`src/rtl/arb_pkg.sv`:
```
// rtl/arb_pkg.sv - shared arbiter state encoding and default sizing
package arb_pkg;

  typedef enum logic {
    IDLE = 1'b0,
    BUSY = 1'b1
  } arb_state_e;

  localparam int ARB_N        = 3;
  localparam int ARB_MAX_HOLD = 16;

endpackage

```
`src/rtl/rr_pick.sv`:
```
// rtl/rr_pick.sv - round-robin pick: first set req bit at or above ptr, wrapping to 0
module rr_pick
  import arb_pkg::*;
#(
  parameter int N   = ARB_N,
  parameter int IDW = $clog2(N)
) (
  input  logic [N-1:0]   req,
  input  logic [IDW-1:0] ptr,
  output logic [N-1:0]   pick,
  output logic [IDW-1:0] pick_id,
  output logic           pick_vld
);

  logic [2*N-1:0] dbl;
  logic [2*N-1:0] masked;
  int             first;

  // The upper copy of req provides the wrap-around candidates below ptr.
  always_comb begin
    dbl    = {req, req};
    masked = '0;
    for (int j = 0; j < 2 * N; j++) begin
      masked[j] = dbl[j] && (j >= int'(ptr));
    end
    first = 0;
    for (int j = 2 * N - 1; j >= 0; j--) begin
      if (masked[j]) first = j;
    end
    if (first >= N) first = first - N;
    pick_vld = |req;
    pick_id  = pick_vld ? IDW'(first) : '0;
    pick     = '0;
    if (pick_vld) pick[first] = 1'b1;
  end

endmodule

```
`src/rtl/rr_hold_arb.sv`:
```
// rtl/rr_hold_arb.sv - round-robin arbiter with grant hold; timeout via RR_HOLD_ARB_TIMEOUT_EN
module rr_hold_arb
  import arb_pkg::*;
#(
  parameter int N        = ARB_N,
  parameter int IDW      = $clog2(N),
  parameter int MAX_HOLD = ARB_MAX_HOLD
) (
  input  logic           clk,
  input  logic           rst_n,
  input  logic [N-1:0]   req,
  output logic [N-1:0]   gnt,
  output logic           gnt_vld,
  output logic [IDW-1:0] gnt_id,
  output logic           preempt
);

  arb_state_e     state_q, state_d;
  logic [N-1:0]   gnt_d;
  logic [IDW-1:0] id_d;
  logic [IDW-1:0] ptr_q, ptr_d;
  logic [N-1:0]   pick_req;
  logic [N-1:0]   pick;
  logic [IDW-1:0] pick_id;
  logic           pick_vld;
  logic           owner_req;
  logic           timeout_hit;

  // The current owner is always excluded from the pick, which also covers preemption.
  assign pick_req  = (state_q == BUSY) ? (req & ~gnt) : req;
  assign owner_req = |(req & gnt);

  rr_pick #(.N(N), .IDW(IDW)) u_pick (
    .req      (pick_req),
    .ptr      (ptr_q),
    .pick     (pick),
    .pick_id  (pick_id),
    .pick_vld (pick_vld)
  );

`ifdef RR_HOLD_ARB_TIMEOUT_EN
  localparam int HCW = (MAX_HOLD > 1) ? $clog2(MAX_HOLD) : 1;

  logic [HCW-1:0] hold_q, hold_d;
  logic           preempt_q;

  assign timeout_hit = (state_q == BUSY) && owner_req && pick_vld &&
                       (hold_q == HCW'(MAX_HOLD - 1));
  assign preempt     = preempt_q;

  always_comb begin
    hold_d = hold_q;
    if (state_q == IDLE || !owner_req || timeout_hit) begin
      hold_d = '0;
    end else if (hold_q != HCW'(MAX_HOLD - 1)) begin
      hold_d = hold_q + HCW'(1);
    end
  end

  always_ff @(posedge clk or negedge rst_n) begin
    if (!rst_n) begin
      hold_q    <= '0;
      preempt_q <= 1'b0;
    end else begin
      hold_q    <= hold_d;
      preempt_q <= timeout_hit;
    end
  end
`else
  logic unused_max_hold;

  assign unused_max_hold = (MAX_HOLD > 0);
  assign timeout_hit     = 1'b0;
  assign preempt         = 1'b0;
`endif

  always_comb begin
    state_d = state_q;
    gnt_d   = gnt;
    id_d    = gnt_id;
    ptr_d   = ptr_q;
    if (state_q == IDLE || !owner_req || timeout_hit) begin
      if (pick_vld) begin
        state_d = BUSY;
        gnt_d   = pick;
        id_d    = pick_id;
        ptr_d   = (pick_id == IDW'(N - 1)) ? '0 : pick_id + IDW'(1);
      end else begin
        state_d = IDLE;
        gnt_d   = '0;
        id_d    = '0;
      end
    end
  end

  always_ff @(posedge clk or negedge rst_n) begin
    if (!rst_n) begin
      state_q <= IDLE;
      gnt     <= '0;
      gnt_vld <= 1'b0;
      gnt_id  <= '0;
      ptr_q   <= '0;
    end else begin
      state_q <= state_d;
      gnt     <= gnt_d;
      gnt_vld <= |gnt_d;
      gnt_id  <= id_d;
      ptr_q   <= ptr_d;
    end
  end

endmodule

```
`config.mk`:
```
export PLATFORM = sky130hd
export DESIGN_NAME = rr_hold_arb
export DESIGN_NICKNAME = d
export VERILOG_FILES = /design/src/rtl/arb_pkg.sv /design/src/rtl/rr_pick.sv /design/src/rtl/rr_hold_arb.sv
export SDC_FILE = /design/constraint.sdc
export NUM_CORES = 1
export LEC_CHECK = 0
export CAP_MARGIN = 0
export CORE_MARGIN = 10
export CORE_UTILIZATION = 50
export DETAILED_ROUTE_END_ITERATION = 10
export PLACE_DENSITY = 0.73
export SETUP_SLACK_MARGIN = 0.5
export SKIP_LAST_GASP = 1
export SLEW_MARGIN = 20
export SYNTH_ARGS = -nofsm -noshare
export SYNTH_HDL_FRONTEND = slang
export SYNTH_HIERARCHICAL = 1
export SYNTH_SLANG_ARGS = --single-unit
```
`constraint.sdc`:
```
create_clock -name clk -period 7.2 [get_ports clk]
set_input_delay 0.72 -clock clk [delete_from_list [all_inputs] [get_ports clk]]
set_output_delay 0.72 -clock clk [all_outputs]
set_load 0.005 [all_outputs]
```
==> impl_metrics.csv <==
group,metric,value,unit
synth,postSynth.asyncResetShare,100.0,%
global_routing,grt_max_degree,12,
cts,htree_levels,1,
placed_design,dp_hpwl,1.294,mm
timing,fmax,256.7,MHz
power_and_ir_drop,p_switching,150.3,uW
layout,syn_to_final_growth,9.306,%
power_and_ir_drop,power.share.clock,10.6,%
detailed_routing,ant_nets,0,
synth,syn_inst,92,
power_and_ir_drop,power.density,401.2,nW/um2
cts,cts_resized,0,
timing,period_minus_slack,3.896,ns
cts,clk_pin_slew,0.06,ns
die,dieArea,3580,um2
cts,cts_root_buf,"clkbuf_4",
setup_path,required,7.36,ns
timing,drv_slew,0,
global_routing,grt_pass1_vias,654,
layout,n_fill_cell,146,
power_and_ir_drop,p_int,197.6,uW
synth,syn_nets,98,
layout,design_area,867.1,um2
setup_path,cp_top_family,"compound AO/OA/AOI/OAI gates",
power_and_ir_drop,combinationalPowerShare,61.5,%
placed_design,placed_area,840.8,um2
placed_design,place_congestion,0.9029,
synth,ys_ff_latch,9,
cts,holdBufCountCts,0,
synth,synth_ff_type,"dfrtp_1",
timing,rsz0062_at_grt,"no",
setup_path,slowest_stage,"a21boi_0",
detailed_routing,wirelength,1.598,mm
power_and_ir_drop,p_seq_share,27.9,%
setup_path,slowest_delay,0.71,ns
die,start_util,52.66,%
detailed_routing,vias,688,
power_and_ir_drop,leakagePower,0.0003930,uW
placed_design,io_buffers,10,
timing,hold_viol_final,0,
cts,cts_tree,"yes",
global_routing,grt_pass1_wl,2.732,mm
global_routing,antenna_found_initial,0,
timing,tightest_slew,0.8493,ns
detailed_routing,drt_iter0_drc,19,
layout,num_antenna_cells,0,
cts,cts.sinks,9,
layout,layout-drive-gt1-share,9.184,%
setup_path,crit_fanout,10,
run_status,outcome,"completed",
cts,cts_buffers,3,
cts,clock_path_buffers,2,
detailed_routing,post_drt_wl_per_cell,14.02,um
synth,synth-edff-count,0,
timing,slew_headroom,42.87,%
synth,syn_avg_cell_area,8.622,um2
layout,final_nets,105,
setup_path,path_cells,"clkdlybuf4s50_1 > a21boi_0 > inv_2 > o211ai_1 > o21ai_0 > or2_2 > ha_1 > nor2b_1 > a311o_1 > a211oi_1 > o211ai_1 > o21ai_0",
detailed_routing,drc_errors,0,
global_routing,grt_overflow_total,0,
timing,period_share,54.11,%
power_and_ir_drop,ir_drop,0.0001904,V
global_routing,gr-usage-met1,10.55,%
die,row_count,14,
synth,yosys_warnings,6,
setup_path,crit_buf_inv,2,
detailed_routing,routed_via_density,6.035,
setup_path,crit_type,"input pin to flip-flop",
setup_path,start_kind,"input pin",
timing,fin_tns_setup,0,ns
timing,skew,0.0005476,ns
die,die_y,59.83,um
global_routing,grt_usage,9.481,%
global_routing,met3_usage,2.542,%
synth,syn_area,793.3,um2
timing,setup_viol,0,
die,core-area,1506,um2
cts,post-cts-setup-buffers,0,
detailed_routing,first_pass_iters,4,
job,maxCapViolCount,0,
power_and_ir_drop,sw_frac_of_total,43.20,%
synth,ys_seq_area_share,28.39,%
die,ioPinCount,12,
setup_path,endpoint_kind,"flip-flop",
global_routing,grt.met2_usage,16.91,%
synth,yosysUniqueCellTypes,39,
global_routing,grt.busiest_layer,"met2",
setup_path,arrival,4.06,ns
min_path,hold_class,"flip-flop to flip-flop",
cts,clock_latency,0.25,ns
die,die_w,59.83,um
[cell usage in the layout (no fill, tap or decap), types with 3 or more instances in the layout]
cell / Yosys / final
a211oi_1: 3 / 3
clkbuf_4: 1 / 3
clkdlybuf4s50_1: 0 / 10
dfrtp_1: 9 / 9
inv_1: 8 / 8
mux2i_1: 6 / 6
nand2_1: 9 / 9
nand2b_1: 3 / 3
nand3_1: 3 / 3
nor2_1: 3 / 3
nor2b_1: 4 / 4
nor3_1: 4 / 4
o21ai_0: 5 / 5
[worst paths after layout]
check | from | endpoint | slack [ns] | cells after the start
min in group asynchronous | rst_n | gnt_id[0] | 0.76 | 1
max | req[2] | gnt[0] | 3.30 | 12
min reg2reg | gnt_id[1] | gnt_id[1] | 0.53 | 2
min | gnt_id[1] | gnt_id[1] | 0.53 | 2
max in group asynchronous | rst_n | state_q | 6.16 | 1
max reg2reg | gnt[2] | gnt[0] | 3.87 | 11
[state kept, by name, summed over array words and instances, names as in the netlist]
signal	cells
gnt	3
gnt_id	2
ptr_q	2
gnt_vld	1
state_q	1
[layer usage]
| metal | part of all wire (%) | wire (um) |
|---|---|---|
| met3 | 7.1 | 113 |
| met2 | 51 | 810 |
| met1 | 41 | 658 |
| met5 | 0 | 0 |
| met4 | 0.94 | 15 |
[cell usage after synthesis (2+ instances only)]
library cell	n	area, um2
dfrtp_1	9	225.2
inv_1	8	30.03
o211ai_1	2	15.01
nand2b_1	3	18.77
nand3_1	3	15.01
nand2_1	9	33.78
mux2i_1	6	60.06
o21ai_0	5	25.02
a21boi_0	2	15.01
nor2_1	3	11.26
nor3_1	4	20.02
nor2b_1	4	25.02
a21oi_1	2	10.01
buf_4	3	22.52
mux2_1	2	22.52
a211oi_1	3	22.52
buf_6	2	22.52
[metrics by stage]
stage	hold WS [ns]	instances	total power (uW)	util [%]	setup WS [ns]
2_1_floorplan	0.4244	92	266.8	-	4.234
3_3_place_gp	0.5115	110	304.8	55.81	3.181
3_5_place_dp	0.5078	110	310.0	55.81	3.074
4_1_cts	0.5273	114	351.2	57.56	3.328
5_1_grt	0.5484	114	381.7	57.56	3.013
6_report	0.5268	114	347.9	57.56	3.304
[power by group through the flow]
stage	Clock (uW)	Combinational (uW)	Sequential (uW)
3_5_place_dp	0	213	97.3
4_1_cts	39.5	215	96.7
3_3_place_gp	0	208	96.4
2_1_floorplan	0	182	85.2
6_report	36.9	214	97.0
5_1_grt	41.7	239	101
[worst register-to-register path, cell delays in order, from the launching register on]
cell      delay (ns)
dfrtp_1         0.43
a21boi_0        0.69
inv_2           0.11
o211ai_1        0.13
o21ai_0         0.11
or2_2           0.31
ha_1            0.31
nor2b_1         0.17
a311o_1         0.37
a211oi_1        0.34
o211ai_1        0.15
o21ai_0         0.11
[final cells by class]
class | count | area, um2 | share of cell area, %
multi-input cells | 66 | 461.7 | 53.25
clock buffers | 4 | 26.28 | 3.030
inverters | 9 | 33.78 | 3.896
well taps | 16 | 20.02 | 2.309
repair buffers | 10 | 100.1 | 11.54
flip-flops and latches | 9 | 225.2 | 25.97
[cells by family after synthesis]
group,synth area share [%]
other,0.4727
AO/OA/AOI/OAI,23.03
flip-flops,28.39
AND/OR/NAND/NOR,22.71
adder cells (fa/ha/maj),1.577
buffers and inverters,13.41
multiplexers,10.41
Power figures use the tool's default switching activity.
